==> src/rtl/cluster_boot_sequencer.sv <==
// Cluster boot sequencer: turns one-cycle start/stop strobes from the SoC
// control registers into a timed reset / boot-mode / fetch-enable sequence
// for a compute cluster. The cluster control pins are a pure decode of the
// state register and the latched boot-mode bit, so they never glitch
// relative to the state code that software reads back.
module cluster_boot_sequencer #(
    parameter int unsigned HOLD_CYCLES   = 16,
    parameter int unsigned SETUP_CYCLES  = 4,
    parameter int unsigned SETTLE_CYCLES = 8,
    parameter int unsigned DRAIN_CYCLES  = 32
) (
    input  logic       clk_i,
    input  logic       rst_i,
    input  logic       start_i,
    input  logic       stop_i,
    input  logic       sa_boot_i,
    output logic       cluster_ctrl_rstn_o,
    output logic       cluster_en_sa_boot_o,
    output logic       cluster_fetch_en_o,
    output logic       busy_o,
    output logic       running_o,
    output logic       done_o,
    output logic [2:0] state_o
);

    // The counter must hold the largest (N-1) load value.
    localparam int unsigned MAX_AB    = (HOLD_CYCLES > SETUP_CYCLES) ? HOLD_CYCLES : SETUP_CYCLES;
    localparam int unsigned MAX_CD    = (SETTLE_CYCLES > DRAIN_CYCLES) ? SETTLE_CYCLES : DRAIN_CYCLES;
    localparam int unsigned MAX_ALL   = (MAX_AB > MAX_CD) ? MAX_AB : MAX_CD;
    localparam int unsigned CNT_WIDTH = $clog2(MAX_ALL) + 1;

    localparam logic [CNT_WIDTH-1:0] HOLD_LOAD   = CNT_WIDTH'(HOLD_CYCLES - 1);
    localparam logic [CNT_WIDTH-1:0] SETUP_LOAD  = CNT_WIDTH'(SETUP_CYCLES - 1);
    localparam logic [CNT_WIDTH-1:0] SETTLE_LOAD = CNT_WIDTH'(SETTLE_CYCLES - 1);
    localparam logic [CNT_WIDTH-1:0] DRAIN_LOAD  = CNT_WIDTH'(DRAIN_CYCLES - 1);
    localparam logic [CNT_WIDTH-1:0] CNT_ZERO    = '0;
    localparam logic [CNT_WIDTH-1:0] CNT_ONE     = CNT_WIDTH'(1);

    // State codes are visible to software through state_o; keep them stable.
    localparam logic [2:0] ST_IDLE     = 3'd0;
    localparam logic [2:0] ST_RST_HOLD = 3'd1;
    localparam logic [2:0] ST_SETUP    = 3'd2;
    localparam logic [2:0] ST_RELEASE  = 3'd3;
    localparam logic [2:0] ST_RUNNING  = 3'd4;
    localparam logic [2:0] ST_DRAIN    = 3'd5;

    logic [2:0]           state_reg,   state_next;
    logic [CNT_WIDTH-1:0] cnt_reg,     cnt_next;
    logic                 sa_boot_reg, sa_boot_next;
    logic                 done_reg,    done_next;

    // Next-state logic: each timed state loads N-1 on entry and leaves at zero.
    always_comb begin
        state_next   = state_reg;
        cnt_next     = cnt_reg;
        sa_boot_next = sa_boot_reg;
        done_next    = 1'b0;
        case (state_reg)
            ST_IDLE: begin
                // A simultaneous stop cancels the start.
                if (start_i && !stop_i) begin
                    state_next   = ST_RST_HOLD;
                    cnt_next     = HOLD_LOAD;
                    sa_boot_next = sa_boot_i;
                end
            end
            ST_RST_HOLD: begin
                if (stop_i) begin
                    state_next = ST_IDLE;
                    cnt_next   = CNT_ZERO;
                end else if (cnt_reg == CNT_ZERO) begin
                    state_next = ST_SETUP;
                    cnt_next   = SETUP_LOAD;
                end else begin
                    cnt_next = cnt_reg - CNT_ONE;
                end
            end
            ST_SETUP: begin
                if (stop_i) begin
                    state_next = ST_IDLE;
                    cnt_next   = CNT_ZERO;
                end else if (cnt_reg == CNT_ZERO) begin
                    state_next = ST_RELEASE;
                    cnt_next   = SETTLE_LOAD;
                end else begin
                    cnt_next = cnt_reg - CNT_ONE;
                end
            end
            ST_RELEASE: begin
                if (stop_i) begin
                    state_next = ST_IDLE;
                    cnt_next   = CNT_ZERO;
                end else if (cnt_reg == CNT_ZERO) begin
                    state_next = ST_RUNNING;
                    cnt_next   = CNT_ZERO;
                    done_next  = 1'b1;
                end else begin
                    cnt_next = cnt_reg - CNT_ONE;
                end
            end
            ST_RUNNING: begin
                if (stop_i) begin
                    state_next = ST_DRAIN;
                    cnt_next   = DRAIN_LOAD;
                end
            end
            ST_DRAIN: begin
                // Drain always runs to completion; late stops are ignored.
                if (cnt_reg == CNT_ZERO) begin
                    state_next = ST_IDLE;
                end else begin
                    cnt_next = cnt_reg - CNT_ONE;
                end
            end
            default: begin
                state_next = ST_IDLE;
                cnt_next   = CNT_ZERO;
            end
        endcase
    end

    // State, counter, boot-mode latch and done pulse registers.
    always_ff @(posedge clk_i) begin
        if (rst_i) begin
            state_reg   <= ST_IDLE;
            cnt_reg     <= CNT_ZERO;
            sa_boot_reg <= 1'b0;
            done_reg    <= 1'b0;
        end else begin
            state_reg   <= state_next;
            cnt_reg     <= cnt_next;
            sa_boot_reg <= sa_boot_next;
            done_reg    <= done_next;
        end
    end

    // Cluster control and status decode from the registered state.
    always_comb begin
        cluster_ctrl_rstn_o  = 1'b0;
        cluster_en_sa_boot_o = 1'b0;
        cluster_fetch_en_o   = 1'b0;
        busy_o               = 1'b0;
        running_o            = 1'b0;
        case (state_reg)
            ST_RST_HOLD: begin
                busy_o = 1'b1;
            end
            ST_SETUP: begin
                cluster_en_sa_boot_o = sa_boot_reg;
                busy_o               = 1'b1;
            end
            ST_RELEASE: begin
                cluster_ctrl_rstn_o  = 1'b1;
                cluster_en_sa_boot_o = sa_boot_reg;
                busy_o               = 1'b1;
            end
            ST_RUNNING: begin
                cluster_ctrl_rstn_o  = 1'b1;
                cluster_en_sa_boot_o = sa_boot_reg;
                cluster_fetch_en_o   = 1'b1;
                running_o            = 1'b1;
            end
            ST_DRAIN: begin
                cluster_ctrl_rstn_o  = 1'b1;
                cluster_en_sa_boot_o = sa_boot_reg;
                busy_o               = 1'b1;
            end
            default: begin
                cluster_ctrl_rstn_o = 1'b0;
            end
        endcase
    end

    assign done_o  = done_reg;
    assign state_o = state_reg;

endmodule

==> config.mk <==
export PLATFORM = sky130hd
export DESIGN_NAME = cluster_boot_sequencer
export DESIGN_NICKNAME = d
export VERILOG_FILES = /design/src/rtl/cluster_boot_sequencer.sv
export SDC_FILE = /design/constraint.sdc
export NUM_CORES = 1
export LEC_CHECK = 0
export BUFFER_PORTS_ARGS = -buffer_cell sky130_fd_sc_hd__buf_2
export CORE_UTILIZATION = 45
export CTS_CLUSTER_DIAMETER = 200
export DETAILED_ROUTE_END_ITERATION = 10
export PLACE_DENSITY = 0.68
export SETUP_SLACK_MARGIN = 0.05
export SYNTH_ARGS = -nofsm -noshare
export SYNTH_HDL_FRONTEND = slang
export SYNTH_SLANG_ARGS = --single-unit
==> constraint.sdc <==
create_clock -name clk_i -period 2.1 [get_ports clk_i]
set_clock_uncertainty 0.05 [all_clocks]
set_input_delay 0.105 -clock clk_i [delete_from_list [all_inputs] [get_ports clk_i]]
set_output_delay 0.105 -clock clk_i [all_outputs]
set_load 0.02 [all_outputs]
==> results by group <==
Floorplanning
  – Die width: 47.7 um
  – Die area: between 2000 and 2500 um^2
  – Die Y: 47.7 um
  – Starting Density: 0.479
  – Ports: 14
  – Number of core rows: 16
  – Core ar.: 1960 um^2

Logic synthesis
  – Sequential area share after synthesis: 0.234
  – Main combinational cell family by area after synthesis: compound AO/OA/AOI/OAI gates
  – Synth warnings: 0
  – XOR/XNOR Fraction of Synth Area: 0.0280
  – FF+latch count, synth: 11
  – Number of synthesized flops with an enable pin: 0
  – Synth top area share: 0.234
  – Synth Area in Simple Gates: 0.257
  – Mapped Nets: between 100 and 150
  – Post-synth ARST share: 0
  – Dominant cells by area after synthesis: dfxtp_1 (23%), buf_6 (6.0%), nor2_1 (4.0%), a21oi_1 (3.2%), a31oi_1 (2.7%)
  – Mapped Area: 940 um^2
  – Mean post-synth cell area: 8.39 um^2
  – Post-synthesis mux area share: 0.0213
  – Cells after Synth: 112
  – Adder-Cell Fraction of Synth Area: 0.0133
  – Synth area leader: dfxtp_1
  – Synth cell types: 53
  – Dominant synthesized flop cell: dfxtp_1
  – Compound-Gate Fraction of Synth Area: 0.329

Route
  – Post-Route WL: 2.32 mm
  – Starting DRT DRC Count: 44
  – DR vias: roughly 900
  – DRT Pass-1 Iters: 4
  – Wire length per cell: between 15 and 20 um
  – Drc violations: 0
  – Via/cell ratio: 6.09
  – Antenna-violating nets left: 0

Cells and area
  – Area growth syn-to-layout: 8.26%
  – Layout Utilization: 0.518
  – Number of flip-flops in the largest register: 6
  – Layout cells sized above 1: 0.258
  – Final #Nets: 131
  – FILL cells: 215
  – Number of antenna cells inserted: 0
  – Final non-filler cell total: 151

GRT
  – Pin count of the biggest net entering global routing: 15
  – GRT Total Usage: 0.229
  – Vias in the first global route: 826
  – First-pass GRT wire length: 3.68 mm
  – Initial antenna violation count: 0
  – Overflow after GRT: 0

STA
  – Fin crit period: 1.89 ns
  – Fmax: 0.529 GHz
  – Final setup TNS: 0 ns
  – RSZ-0062 raised after global routing: false
  – Final setup fails: 0
  – Hold Violations, Final: 0
  – Slew of the pin with the lowest slew margin: between 0.4 and 0.5 ns
  – Max transition margin: 0.669
  – Final Cycle Share: 0.901
  – Final Slew Violations: 0

Min path
  – Number of cells on the worst hold path: 2
  – Worst Hold Class: input port to flip-flop

Power
  – Design Power: 1.12 mW
  – P_leak: 0.426 nW
  – Power Density: about 1100 nW/um^2
  – Worst vdd ir: 434 uV

Place
  – IO buf count: 13
  – RePlAce Congestion: 0.960
  – Cell Count Post-Placement: 146
  – Final HPWL DP: 1.69 mm

Clock network
  – Cts bufs inserted: 3
  – Sink Count: 11
  – Clock Latency Late Sink: 0.28 ns
  – Root Buffer: clkbuf_4
  – Clk buf depth: 2
  – Resize count post-CTS: 0
  – CTS tree: done
  – H-tree levels: 1
  – Worst-path clk slew: 0.08 ns

Run
  – Max-Cap Viols: 0

Worst setup path
  – Worst Path Max Fanout: 7
  – Startpoint Class: flip-flop
  – Worst Reg2Reg Path Length in Cells: 4
  – Worst EP required: 2.22 ns
  – Worst setup path class: flip-flop to flip-flop
  – Critical Path AT: 2.01 ns
  – Crit. End Element: flip-flop

Outcome
  – Status: finished clean
==> final cells by class <==
class	instances	area, um^2	share of cell area
clock buffers	4	26.3	0.0258
inverters	4	15.0	0.0148
multi-input cells	86	609	0.599
flip-flops and latches	11	220	0.216
well taps	27	33.8	0.0332
repair buffers	19	113	0.111
==> cells by family after synthesis <==
kind of cell               Yosys count
xor gates and xnor gates             3
buffers and inverters               15
AOI/OAI and AO/OA                   38
muxes                                2
DFF                                 11
and+or+nand+nor                     42
adders and majority gates            1
==> final timing paths <==
kind	start	to	slack, ns
min reg2reg	sa_boot_reg	sa_boot_reg	0.44
max	cnt_reg[4]	cnt_reg[2]	0.21
min	rst_i	sa_boot_reg	0.05
max reg2reg	cnt_reg[4]	cnt_reg[2]	0.21
==> power by group <==
| group | switching, mW | internal (mW) |
|---|---|---|
| Sequential | 0.0672 | 0.254 |
| Combinational | 0.369 | 0.271 |
| Clock | 0.0827 | 0.0738 |
| Total | 0.519 | 0.599 |
==> layer usage <==
layer  share of wire  wire (um)  track usage  vias up
met2            0.45       1050        0.338       34
li1                -          -            -      448
met4           0.019         45        0.122        0
met3           0.057        133       0.0340        7
met5               0          0            0        -
met1            0.47       1090        0.319      431
==> cell usage after synthesis (all sizes together) (3+ instances only) <==
cell type	count
a21oi	6
inv	4
dfxtp	11
o21ai	6
buf	7
nor2	10
nand2	5
clkbuf	4
nand2b	4
a31oi	4
and2b	3
==> layout by cell type (no fill, tap or decap), types with 2 or more instances in the layout <==
master,instances
a2bb2oi_1,2
mux2i_1,2
a21oi_1,6
a31oi_1,4
nand2_1,5
nand3_1,2
nor2_1,10
dfxtp_1,11
nand2b_1,4
buf_4,5
nor2b_1,2
o41ai_1,2
o2bb2ai_1,2
nor3_1,2
inv_1,4
a32o_1,2
or3_1,2
buf_2,13
xnor2_1,2
o21ai_2,2
or2_2,2
a221o_1,2
and2b_2,2
o21ai_0,4
clkbuf_4,3
==> worst max-delay path, stage by stage (launching register included) <==
cell      delay, ns
dfxtp_1        0.36
or3_1          0.55
o211ai_4       0.30
a31oi_1        0.18
a221o_1        0.34
==> repair_timing <==
| item | in CTS | in global routing |
|---|---|---|
| hold endpoints to repair | 0 | 1 |
| hold buffers | 0 | 1 |
| buffers inserted | 0 | 0 |
==> metrics by stage <==
stage / setup slack (ns) / hold WS (ns) / instance area (um^2)
after floorplan: 0.304 / 0.199 / 940
after global placement: 0.295 / 0.289 / 981
after detailed placement: 0.256 / 0.297 / 981
after CTS: 0.237 / 0.00241 / 1010
after global routing: 0.141 / 0.0399 / 1020
final: 0.208 / 0.0463 / 1020
(Power assumes the default switching activity.)
